**config.mk**
```make
export PLATFORM = sky130hd
export DESIGN_NAME = kmp_prefix_builder_flat
export DESIGN_NICKNAME = d
export VERILOG_FILES = /design/src/rtl/kmp_prefix_builder_pkg.sv /design/src/rtl/kmp_prefix_builder_if.sv /design/src/rtl/kmp_prefix_builder_lps_table.sv /design/src/rtl/kmp_prefix_builder.sv /design/src/flat_wrapper.sv
export SDC_FILE = /design/constraint.sdc
export NUM_CORES = 1
export LEC_CHECK = 0
export BUFFER_PORTS_ARGS = -buffer_cell sky130_fd_sc_hd__buf_2
export CORE_UTILIZATION = 61
export DETAILED_ROUTE_END_ITERATION = 6
export GPL_TIMING_DRIVEN = 0
export PLACE_DENSITY = 0.82
export SYNTH_ARGS = -nofsm -noshare
export SYNTH_HDL_FRONTEND = slang
export SYNTH_SLANG_ARGS = --single-unit
```
**constraint.sdc**
```tcl
create_clock -name clk -period 3.5 [get_ports clk]
set_input_delay 1.05 -clock clk [delete_from_list [all_inputs] [get_ports clk]]
set_output_delay 1.05 -clock clk [all_outputs]
set_load 0.02 [all_outputs]
```
**src/rtl/kmp_prefix_builder_pkg.sv**
```systemverilog
// Shared definitions for the KMP matcher pipeline: default sizes, the
// prefix-builder state encoding and the text-end marker used by the matcher.
package kmp_pkg;

  localparam int PAT_LEN_DEF = 5;
  localparam int AW_DEF      = 3;
  localparam int DW_DEF      = 8;

  typedef enum logic [1:0] {
    IDLE    = 2'd0,
    LOAD    = 2'd1,
    COMPUTE = 2'd2,
    DONE    = 2'd3
  } kmp_build_state_t;

  // Character value the matcher treats as end of the text stream.
  localparam logic [DW_DEF-1:0] TEXT_END = '0;

endpackage

```
**src/rtl/kmp_prefix_builder_if.sv**
```systemverilog
// Bundle between the prefix builder and its environment: build control,
// pattern ROM bus, LPS table read port and the builder state for observation.
interface kmp_prefix_builder_if
  import kmp_pkg::*;
#(
  parameter int AW = AW_DEF,
  parameter int DW = DW_DEF
);
  // start is a request sampled only while idle; busy covers the whole build;
  // done pulses for one cycle when the table is complete and valid then stays
  // high until the next accepted start. pat_data answers pat_addr one cycle later.
  logic             start;
  logic             busy;
  logic             done;
  logic             valid;
  logic [AW-1:0]    pat_addr;
  logic [DW-1:0]    pat_data;
  logic [AW-1:0]    lps_raddr;
  logic [AW-1:0]    lps_rdata;
  kmp_build_state_t state;

  modport master (
    output start, pat_data, lps_raddr,
    input  busy, done, valid, pat_addr, lps_rdata, state
  );

  modport slave (
    input  start, pat_data, lps_raddr,
    output busy, done, valid, pat_addr, lps_rdata, state
  );

endinterface

```
**src/rtl/kmp_prefix_builder_lps_table.sv**
```systemverilog
// PAT_LEN x AW failure-table register file: one synchronous write port and two
// combinational read ports; addresses beyond the pattern read as zero.
module kmp_lps_table #(
  parameter int PAT_LEN = 5,
  parameter int AW      = 3
) (
  input  logic          clk,
  input  logic          rst,
  input  logic          we,
  input  logic [AW-1:0] waddr,
  input  logic [AW-1:0] wdata,
  input  logic [AW-1:0] fb_raddr,
  output logic [AW-1:0] fb_rdata,
  input  logic [AW-1:0] ext_raddr,
  output logic [AW-1:0] ext_rdata
);

  logic [AW-1:0] mem [PAT_LEN];

  always_ff @(posedge clk or negedge rst) begin
    if (!rst) begin
      for (int k = 0; k < PAT_LEN; k++) mem[k] <= '0;
    end else if (we && (int'(waddr) < PAT_LEN)) begin
      mem[waddr] <= wdata;
    end
  end

  assign fb_rdata  = (int'(fb_raddr)  < PAT_LEN) ? mem[fb_raddr]  : '0;
  assign ext_rdata = (int'(ext_raddr) < PAT_LEN) ? mem[ext_raddr] : '0;

endmodule

```
**src/rtl/kmp_prefix_builder.sv**
```systemverilog
// Loads the search pattern from a 1-cycle-latency ROM and builds the KMP
// failure (LPS) table, one comparison step per cycle, then serves it to the matcher.
module kmp_prefix_builder
  import kmp_pkg::*;
#(
  parameter int PAT_LEN = PAT_LEN_DEF,
  parameter int AW      = AW_DEF,
  parameter int DW      = DW_DEF
) (
  input logic                clk,
  input logic                rst,
  kmp_prefix_builder_if.slave bus
);

  localparam int            CW      = AW + 1;
  localparam logic [CW-1:0] LEN_CNT = CW'(PAT_LEN);
  localparam logic [CW-1:0] LAST_I  = CW'(PAT_LEN - 1);

  kmp_build_state_t state;
  logic [CW-1:0]    ld_cnt;
  logic [CW-1:0]    i;
  logic [AW-1:0]    len;
  logic [DW-1:0]    chr [PAT_LEN];
  logic             busy, done, valid;
  logic [AW-1:0]    pat_addr;

  logic [CW-1:0] ld_next;
  logic [AW-1:0] cur_i, ld_idx, fb_raddr, fb_rdata, waddr, wdata;
  logic          we, chr_eq;

  assign ld_next  = ld_cnt + 1'b1;
  assign ld_idx   = AW'(ld_cnt - 1'b1);
  assign cur_i    = i[AW-1:0];
  assign fb_raddr = len - 1'b1;
  assign chr_eq   = (chr[cur_i] == chr[len]);

  // Table writes: lps[0] is cleared as LOAD hands over, then COMPUTE writes
  // lps[i] on every step that advances i; a fallback step writes nothing.
  always_comb begin
    we    = 1'b0;
    waddr = '0;
    wdata = '0;
    if (state == LOAD && ld_cnt == LEN_CNT) begin
      we = 1'b1;
    end else if (state == COMPUTE) begin
      waddr = cur_i;
      if (chr_eq) begin
        we    = 1'b1;
        wdata = len + AW'(1);
      end else if (len == '0) begin
        we = 1'b1;
      end
    end
  end

  kmp_lps_table #(.PAT_LEN(PAT_LEN), .AW(AW)) u_table (
    .clk       (clk),
    .rst       (rst),
    .we        (we),
    .waddr     (waddr),
    .wdata     (wdata),
    .fb_raddr  (fb_raddr),
    .fb_rdata  (fb_rdata),
    .ext_raddr (bus.lps_raddr),
    .ext_rdata (bus.lps_rdata)
  );

  always_ff @(posedge clk or negedge rst) begin
    if (!rst) begin
      state    <= IDLE;
      ld_cnt   <= '0;
      i        <= CW'(1);
      len      <= '0;
      busy     <= 1'b0;
      done     <= 1'b0;
      valid    <= 1'b0;
      pat_addr <= '0;
      for (int k = 0; k < PAT_LEN; k++) chr[k] <= '0;
    end else begin
      done <= 1'b0;
      case (state)
        IDLE: begin
          if (bus.start) begin
            state    <= LOAD;
            ld_cnt   <= '0;
            valid    <= 1'b0;
            busy     <= 1'b1;
            pat_addr <= '0;
          end
        end
        LOAD: begin
          // ROM data trails the address by one cycle, so capture lags ld_cnt.
          if (ld_cnt != '0) chr[ld_idx] <= bus.pat_data;
          ld_cnt   <= ld_next;
          pat_addr <= (ld_next < LEN_CNT) ? ld_next[AW-1:0] : AW'(PAT_LEN - 1);
          if (ld_cnt == LEN_CNT) begin
            state <= COMPUTE;
            i     <= CW'(1);
            len   <= '0;
          end
        end
        COMPUTE: begin
          if (chr_eq || len == '0) begin
            if (chr_eq) len <= len + AW'(1);
            i <= i + 1'b1;
            if (i == LAST_I) begin
              state <= DONE;
              busy  <= 1'b0;
              done  <= 1'b1;
              valid <= 1'b1;
            end
          end else begin
            len <= fb_rdata;
          end
        end
        DONE: state <= IDLE;
        default: state <= IDLE;
      endcase
    end
  end

  assign bus.busy     = busy;
  assign bus.done     = done;
  assign bus.valid    = valid;
  assign bus.pat_addr = pat_addr;
  assign bus.state    = state;

endmodule
```
**src/flat_wrapper.sv**
```systemverilog
// flat-port wrapper written by rule: the top's interface ports become plain ports
module kmp_prefix_builder_flat import kmp_pkg::*;
#(
  parameter int PAT_LEN = PAT_LEN_DEF,
  parameter int AW      = AW_DEF,
  parameter int DW      = DW_DEF
)
  (clk, rst, bus_start, bus_pat_data, bus_lps_raddr, bus_busy, bus_done, bus_valid, bus_pat_addr, bus_lps_rdata, bus_state);
  kmp_prefix_builder_if #(.AW(AW), .DW(DW)) bus_i ();
  input logic clk;
  input logic rst;
  input wire logic [$bits(bus_i.start)-1:0] bus_start;
  input wire logic [$bits(bus_i.pat_data)-1:0] bus_pat_data;
  input wire logic [$bits(bus_i.lps_raddr)-1:0] bus_lps_raddr;
  output wire logic [$bits(bus_i.busy)-1:0] bus_busy;
  output wire logic [$bits(bus_i.done)-1:0] bus_done;
  output wire logic [$bits(bus_i.valid)-1:0] bus_valid;
  output wire logic [$bits(bus_i.pat_addr)-1:0] bus_pat_addr;
  output wire logic [$bits(bus_i.lps_rdata)-1:0] bus_lps_rdata;
  output wire logic [$bits(bus_i.state)-1:0] bus_state;
  assign bus_i.start = bus_start;
  assign bus_i.pat_data = bus_pat_data;
  assign bus_i.lps_raddr = bus_lps_raddr;
  assign bus_busy = bus_i.busy;
  assign bus_done = bus_i.done;
  assign bus_valid = bus_i.valid;
  assign bus_pat_addr = bus_i.pat_addr;
  assign bus_lps_rdata = bus_i.lps_rdata;
  assign bus_state = bus_i.state;
  kmp_prefix_builder #(.PAT_LEN(PAT_LEN), .AW(AW), .DW(DW)) u_core (.clk(clk), .rst(rst), .bus(bus_i));
endmodule
```
==> flow_metrics.env, run 1 <==
export IMPL_core_um2=6907
export IMPL_slew_violations=0
export IMPL_regArea_um2=1853
export IMPL_ant_nets=0
export IMPL_setup_viol=0
export IMPL_portBuffers=22
export IMPL_first_pass_iters=5
export IMPL_cp_end_kind="primary output"
export IMPL_layout_drive_gt1_share=0.2780
export IMPL_avgViaCountPerCell=6.361
export IMPL_relSlewSlack=0.2925
export IMPL_cts_resized_gates=0
export IMPL_cts_inserted_buffers=9
export IMPL_async_flop_share=1.000
export IMPL_synth_area_leaders="dfrtp_1, mux2_2, mux2i_1"
export IMPL_netlist_area_um2=4409
export IMPL_antennaDiodeCount=0
export IMPL_area_delta_synth_final_pct=11.29
export IMPL_antenna_found_initial=0
export IMPL_hold_viol=0
export IMPL_gr_usage_all_layers=0.2785
export IMPL_drt_initial_drc_count=190
export IMPL_clk_pin_slew_ns=0.08
export IMPL_grt_pass1_vias=3145
export IMPL_synth_top_area_frac=0.4143
export IMPL_ys_warn_count=0
export IMPL_r2r_start="u_core.i[2]$_DFFE_PN0P_"
export IMPL_min_delay_path_depth=1
export IMPL_initial_core_util=0.6384
export IMPL_root_buffer="clkbuf_8"
export IMPL_drc=0
export IMPL_grt_pass1_wl_um=15790
export IMPL_reg2reg_slack_ns=0.44
export IMPL_critPathKind="input port to primary output"
export IMPL_worstRegToRegCells=9
export IMPL_synth_yosys_seq_area_share=0.4203
export IMPL_cp_max_fo=7
export IMPL_ir_drop_uv=463.3
export IMPL_hold_end="u_core.bus.pat_addr[2]$_DFFE_PN0P_"
export IMPL_cp_arrival_ns=2.08
export IMPL_cp_start_kind="input port"
export IMPL_syn_num_nets=416
export IMPL_gp_congestion=0.7832
export IMPL_clock_sinks=74
export IMPL_total_power_mw=3.955
export IMPL_postSynthCellCount=390
export IMPL_fmax_mhz=319.5
export IMPL_synth_seq_cells=74
export IMPL_h_tree_depth=3
export IMPL_syn_avg_cell_area_um2=11.31
export IMPL_tns_ns=0
export IMPL_ys_types=56
export IMPL_status="finished, final reports clean"
export IMPL_period_needed_ns=3.130
export IMPL_fin_skew_ns=0.009051
export IMPL_powerDensity_nw_per_um2=805.9
export IMPL_cap_viol_max_count=0
export IMPL_hp_class="register to register"
export IMPL_multi_input_area_um2=2352
export IMPL_clockBufferDepth=2
export IMPL_cts_setup_buffers=0
export IMPL_synth_top_flop_cell="dfrtp_1"
export IMPL_route_vias_total=3333
export IMPL_overflow=0
export IMPL_leakage_nw=2.129
export IMPL_nNetsFinal=449
export IMPL_rsz0062_at_grt="no"
export IMPL_place_area_um2=4642
export IMPL_wl_um=9667
export IMPL_std_cell_rows=30
export IMPL_yosys_area_top_type="dfrtp_1"
export IMPL_boundaryPins=25
export IMPL_die_w_um=87.02
export IMPL_clk_latency_ns=0.36
export IMPL_fin_area_um2=4907
export IMPL_yosysMostFrequentCell="dfrtp_1"
export IMPL_hpwlAfterDp_um=6617
export IMPL_hold_buffers=0
export IMPL_cts_tree="built"
export IMPL_min_from="u_core.bus.pat_addr[2]$_DFFE_PN0P_"
export IMPL_netlist_top_cells_count="dfrtp_1, mux2_2, mux2i_1, a21oi_1, nand2_1"
export IMPL_worstMarginPinSlew_ns=1.061
export IMPL_fin_crit_sh=0.8942
export IMPL_wl_per_cell_um=18.45
export IMPL_fillers=551
export IMPL_die_area_um2=7572
export IMPL_r2r_end="u_core.u_table.mem[6]$_DFFE_PN0P_"
export IMPL_chipHeight_um=87.02
export IMPL_grt_start_max_net_pins=75
export IMPL_critPathRequiredTime_ns=2.45
export IMPL_synth_edf_count=0
-- final cells by class --
class / count / share of cell area
Buffer: 23 / 0.03162
Timing Repair Buffer: 22 / 0.02295
Sequential cell: 74 / 0.3776
Tap cell: 96 / 0.02448
Clock inverter: 7 / 0.02881
Inverter: 13 / 0.009944
Clock buffer: 9 / 0.02524
Multi-Input combinational cell: 280 / 0.4793
-- metal layers --
layer | share of wire | track usage | vias up
met3 | 0.040 | 0.03791 | 23
met2 | 0.49 | 0.4452 | 102
met1 | 0.45 | 0.3759 | 1689
met5 | 0 | 0 | -
li1 | - | - | 1519
met4 | 0.023 | 0.1333 | 0
-- kinds of logic (layout without fill, tap and decap cells) --
family	Yosys count	count (layout)	share of synthesized area
AOI/OAI and AO/OA	81	81	0.1249
xor gates and xnor gates	11	11	0.02185
adders and majority gates	12	12	0.03405
buffers and inverters	36	74	0.04626
DFF	74	74	0.4203
muxes	94	94	0.2404
and+or+nand+nor	82	82	0.1124
-- registers in the layout, indices dropped and copies added (netlist names), 2 cells and up --
name / flops
u_core.len: 3
u_core.chr: 40
u_core.i: 4
u_core.ld_cnt: 4
u_core.bus.state: 2
u_core.u_table.mem: 15
u_core.bus.pat_addr: 3
-- metrics by stage --
stage | std cells | utilization | hold WS, ns | worst slack (ns)
after floorplan | 390 | - | 0.4812 | 0.3705
after global placement | 508 | 0.6717 | 0.4541 | 0.3670
after detailed placement | 508 | 0.6721 | 0.4638 | 0.3755
after CTS | 524 | 0.7105 | 0.4822 | 0.3657
after global routing | 524 | 0.7105 | 0.5234 | 0.2210
final | 524 | 0.7105 | 0.4801 | 0.3704
-- worst max path at each step --
stage / start / to / slack (ns)
after global routing: bus_lps_raddr[0] / bus_lps_rdata[1] / 0.22
final: bus_lps_raddr[0] / bus_lps_rdata[0] / 0.37
after floorplan: bus_lps_raddr[0] / bus_lps_rdata[0] / 0.37
after CTS: bus_lps_raddr[0] / bus_lps_rdata[0] / 0.37
after global placement: bus_lps_raddr[0] / bus_lps_rdata[0] / 0.37
after detailed placement: bus_lps_raddr[0] / bus_lps_rdata[0] / 0.38
-- layout by cell type, fill, tap and decap left out, types with 2 or more instances in the layout --
| cell type | count |
|---|---|
| a22o_1 | 4 |
| xor2_1 | 8 |
| nand2b_1 | 9 |
| nand4_1 | 10 |
| ha_1 | 12 |
| mux4_2 | 3 |
| nor2_1 | 12 |
| buf_6 | 8 |
| a41oi_1 | 2 |
| clkbuf_1 | 8 |
| inv_1 | 11 |
| mux2_1 | 9 |
| a32oi_1 | 6 |
| mux2_2 | 52 |
| nor3_4 | 3 |
| o22ai_1 | 8 |
| nand2_1 | 14 |
| clkinv_1 | 2 |
| a21o_1 | 3 |
| a32o_1 | 5 |
| xnor2_1 | 3 |
| a31oi_1 | 5 |
| o32ai_1 | 4 |
| clkbuf_8 | 9 |
| and2_1 | 4 |
| nor2b_1 | 7 |
| buf_2 | 27 |
| nand3_1 | 4 |
| and3_1 | 5 |
| mux2i_1 | 29 |
| o21ai_1 | 4 |
| dfrtp_1 | 73 |
| bufinv_16 | 4 |
| a21oi_1 | 16 |
| nand3b_1 | 2 |
| o21ai_0 | 12 |
| nor3_1 | 2 |
| a22oi_1 | 5 |
-- critical path, stage by stage --
cell and delay [ns]:
clkbuf_1 0.30, nor2b_1 0.29, a21oi_1 0.09, o21ai_0 0.16, buf_2 0.19
-- power breakdown --
group          switching (mW)  internal (mW)  total (mW)
Clock                   0.337          0.545       0.882
Combinational           0.894          0.767        1.66
Sequential              0.256           1.16        1.41
No activity file was read; power rests on OpenSTA's default activity.
==> run 2, diff against run 1 <==
--- a/config.mk
+++ b/config.mk
@@ -6,6 +6,7 @@
 export NUM_CORES = 1
 export LEC_CHECK = 0
 export BUFFER_PORTS_ARGS = -buffer_cell sky130_fd_sc_hd__buf_2
+export CORE_ASPECT_RATIO = 2
 export CORE_UTILIZATION = 61
 export DETAILED_ROUTE_END_ITERATION = 6
 export GPL_TIMING_DRIVEN = 0
==> run 2 against run 1 <==
  * Register-to-register slack lost 0.06 ns
  * Hold slack lost 0.012 ns
  * Power grew 4.6%
  * Worst setup slack lost 0.0013 ns
  * First-iteration DRC count grew 10%
  * Via count is the same
  * Sequential share of layout area shrank 0.47 points
  * Combinational power is essentially flat
  * Final cell count shrank 1.1%
  * Critical path depth is the same
  * Clock power grew 18%
  * Critical endpoint unchanged
  * Largest cell class unchanged
==> flow_metrics.env, run 2 (same netlist as run 1, synthesis figures left out) <==
export IMPL_status="finished, final reports clean"
export IMPL_layout_drive_gt1_share=0.2757
export IMPL_hp_class="register to register"
export IMPL_hpwlAfterDp_um=7046
export IMPL_top_register="u_core.chr"
export IMPL_slew_violations=0
export IMPL_reg_largest_list="u_core.chr x40, u_core.u_table.mem x15"
export IMPL_r2r_end="u_core.len[0]$_DFFE_PN0P_"
export IMPL_relSlewSlack=0.2474
export IMPL_endpoint="bus_lps_rdata[0]"
export IMPL_std_cell_rows=43
export IMPL_crit_path_start="bus_lps_raddr[0]"
export IMPL_largest_reg_flops=40
export IMPL_h_tree_depth=3
export IMPL_setup_viol=0
export IMPL_area_delta_synth_final_pct=12.68
export IMPL_clk_latency_ns=0.34
export IMPL_rsz0062_at_grt="no"
export IMPL_fin_cells=518
export IMPL_hold_slack_ns=0.4676
export IMPL_clockBufferDepth=2
export IMPL_grt_pass1_wl_um=16920
export IMPL_boundaryPins=25
export IMPL_fin_crit_sh=0.8945
export IMPL_cp_max_fo=7
export IMPL_critPathKind="input port to primary output"
export IMPL_tns_ns=0
export IMPL_die_w_um=62.12
export IMPL_cp_start_kind="input port"
export IMPL_portBuffers=22
export IMPL_fin_skew_ns=0.006765
export IMPL_final_common_cell="dfrtp_1"
export IMPL_antennaDiodeCount=0
export IMPL_reg2reg_slack_ns=0.38
export IMPL_hold_buffers=0
export IMPL_die_area_um2=7593
export IMPL_fmax_mhz=319.4
export IMPL_critPathRequiredTime_ns=2.45
export IMPL_grt_pass1_vias=3440
export IMPL_nNetsFinal=449
export IMPL_root_buffer="clkbuf_16"
export IMPL_drc=0
export IMPL_gr_usage_all_layers=0.2956
export IMPL_drt_initial_drc_count=209
export IMPL_grt_start_max_net_pins=75
export IMPL_leakage_nw=2.166
export IMPL_final_cell_mix="dfrtp_1, mux2_2, mux2i_1"
export IMPL_route_vias_total=3333
export IMPL_first_pass_iters=5
export IMPL_worstRegToRegCells=12
export IMPL_clock_sinks=74
export IMPL_ir_drop_uv=582.9
export IMPL_cp_end_kind="primary output"
export IMPL_worstMarginPinSlew_ns=1.129
export IMPL_core_um2=6940
export IMPL_cap_viol_max_count=0
export IMPL_gp_congestion=0.8658
export IMPL_cts_inserted_buffers=9
export IMPL_clk_pin_slew_ns=0.05
export IMPL_total_power_mw=4.135
export IMPL_cp_arrival_ns=2.08
export IMPL_avgViaCountPerCell=6.434
export IMPL_hold_viol=0
export IMPL_period_needed_ns=3.131
export IMPL_overflow=0
export IMPL_ant_nets=0
export IMPL_r2r_start="u_core.len[0]$_DFFE_PN0P_"
export IMPL_wl_um=10320
export IMPL_cts_setup_buffers=0
export IMPL_dp_cells=502
export IMPL_antenna_found_initial=0
export IMPL_chipHeight_um=122.2
export IMPL_powerDensity_nw_per_um2=832.3
export IMPL_cts_tree="built"
export IMPL_wl_per_cell_um=19.92
export IMPL_initial_core_util=0.6353
export IMPL_cts_resized_gates=0
[run 2: routing by layer]
metal | global-route usage | part of all wire
met1 | 0.3132 | 0.37
met2 | 0.5240 | 0.55
met3 | 0.06413 | 0.044
met4 | 0.1948 | 0.035
met5 | 0 | 0
[run 2: critical path: stages]
cell and delay [ns]:
clkbuf_1 0.28, nor2b_1 0.28, a21oi_1 0.10, o21ai_0 0.17, buf_2 0.20
[run 2: final cells by class]
type                            count  area (um^2)
Timing Repair Buffer               22        112.6
Tap cell                           90        112.6
Sequential cell                    74         1853
Buffer                             23        155.1
Fill cell                         479         1972
Multi-Input combinational cell    280         2352
Clock inverter                      6        105.1
Inverter                           13        48.80
Clock buffer                       10        229.0
[run 2: metrics by stage]
stage	instance area (um^2)	util	setup WS [ns]
finish	4969	0.7159	0.3691
global route	4969	0.7159	0.2605
CTS	4969	0.7159	0.3519
detailed placement	4634	0.6677	0.3500
global placement	4632	0.6674	0.3593
floorplan	4409	-	0.3705
[run 2: how the worst min path moves through the flow]
stage | startpoint | end | slack [ns] | cells past startpoint
2_1_floorplan | u_core.u_table.mem[6]$_DFFE_PN0P_ | u_core.u_table.mem[6]$_DFFE_PN0P_ | 0.48 | 1
3_3_place_gp | u_core.bus.pat_addr[2]$_DFFE_PN0P_ | u_core.bus.pat_addr[2]$_DFFE_PN0P_ | 0.46 | 1
3_5_place_dp | u_core.bus.pat_addr[2]$_DFFE_PN0P_ | u_core.bus.pat_addr[2]$_DFFE_PN0P_ | 0.46 | 1
4_1_cts | u_core.bus.pat_addr[2]$_DFFE_PN0P_ | u_core.bus.pat_addr[2]$_DFFE_PN0P_ | 0.47 | 1
5_1_grt | u_core.bus.pat_addr[0]$_DFFE_PN0P_ | u_core.bus.pat_addr[0]$_DFFE_PN0P_ | 0.51 | 1
6_report | u_core.bus.pat_addr[2]$_DFFE_PN0P_ | u_core.bus.pat_addr[2]$_DFFE_PN0P_ | 0.47 | 1
[run 2: where the power goes]
group / switching (mW) / total [mW] / internal, mW
combinational: 0.895 / 1.66 / 0.768
sequential: 0.279 / 1.44 / 1.16
clock: 0.343 / 1.04 / 0.692
total: 1.52 / 4.14 / 2.62
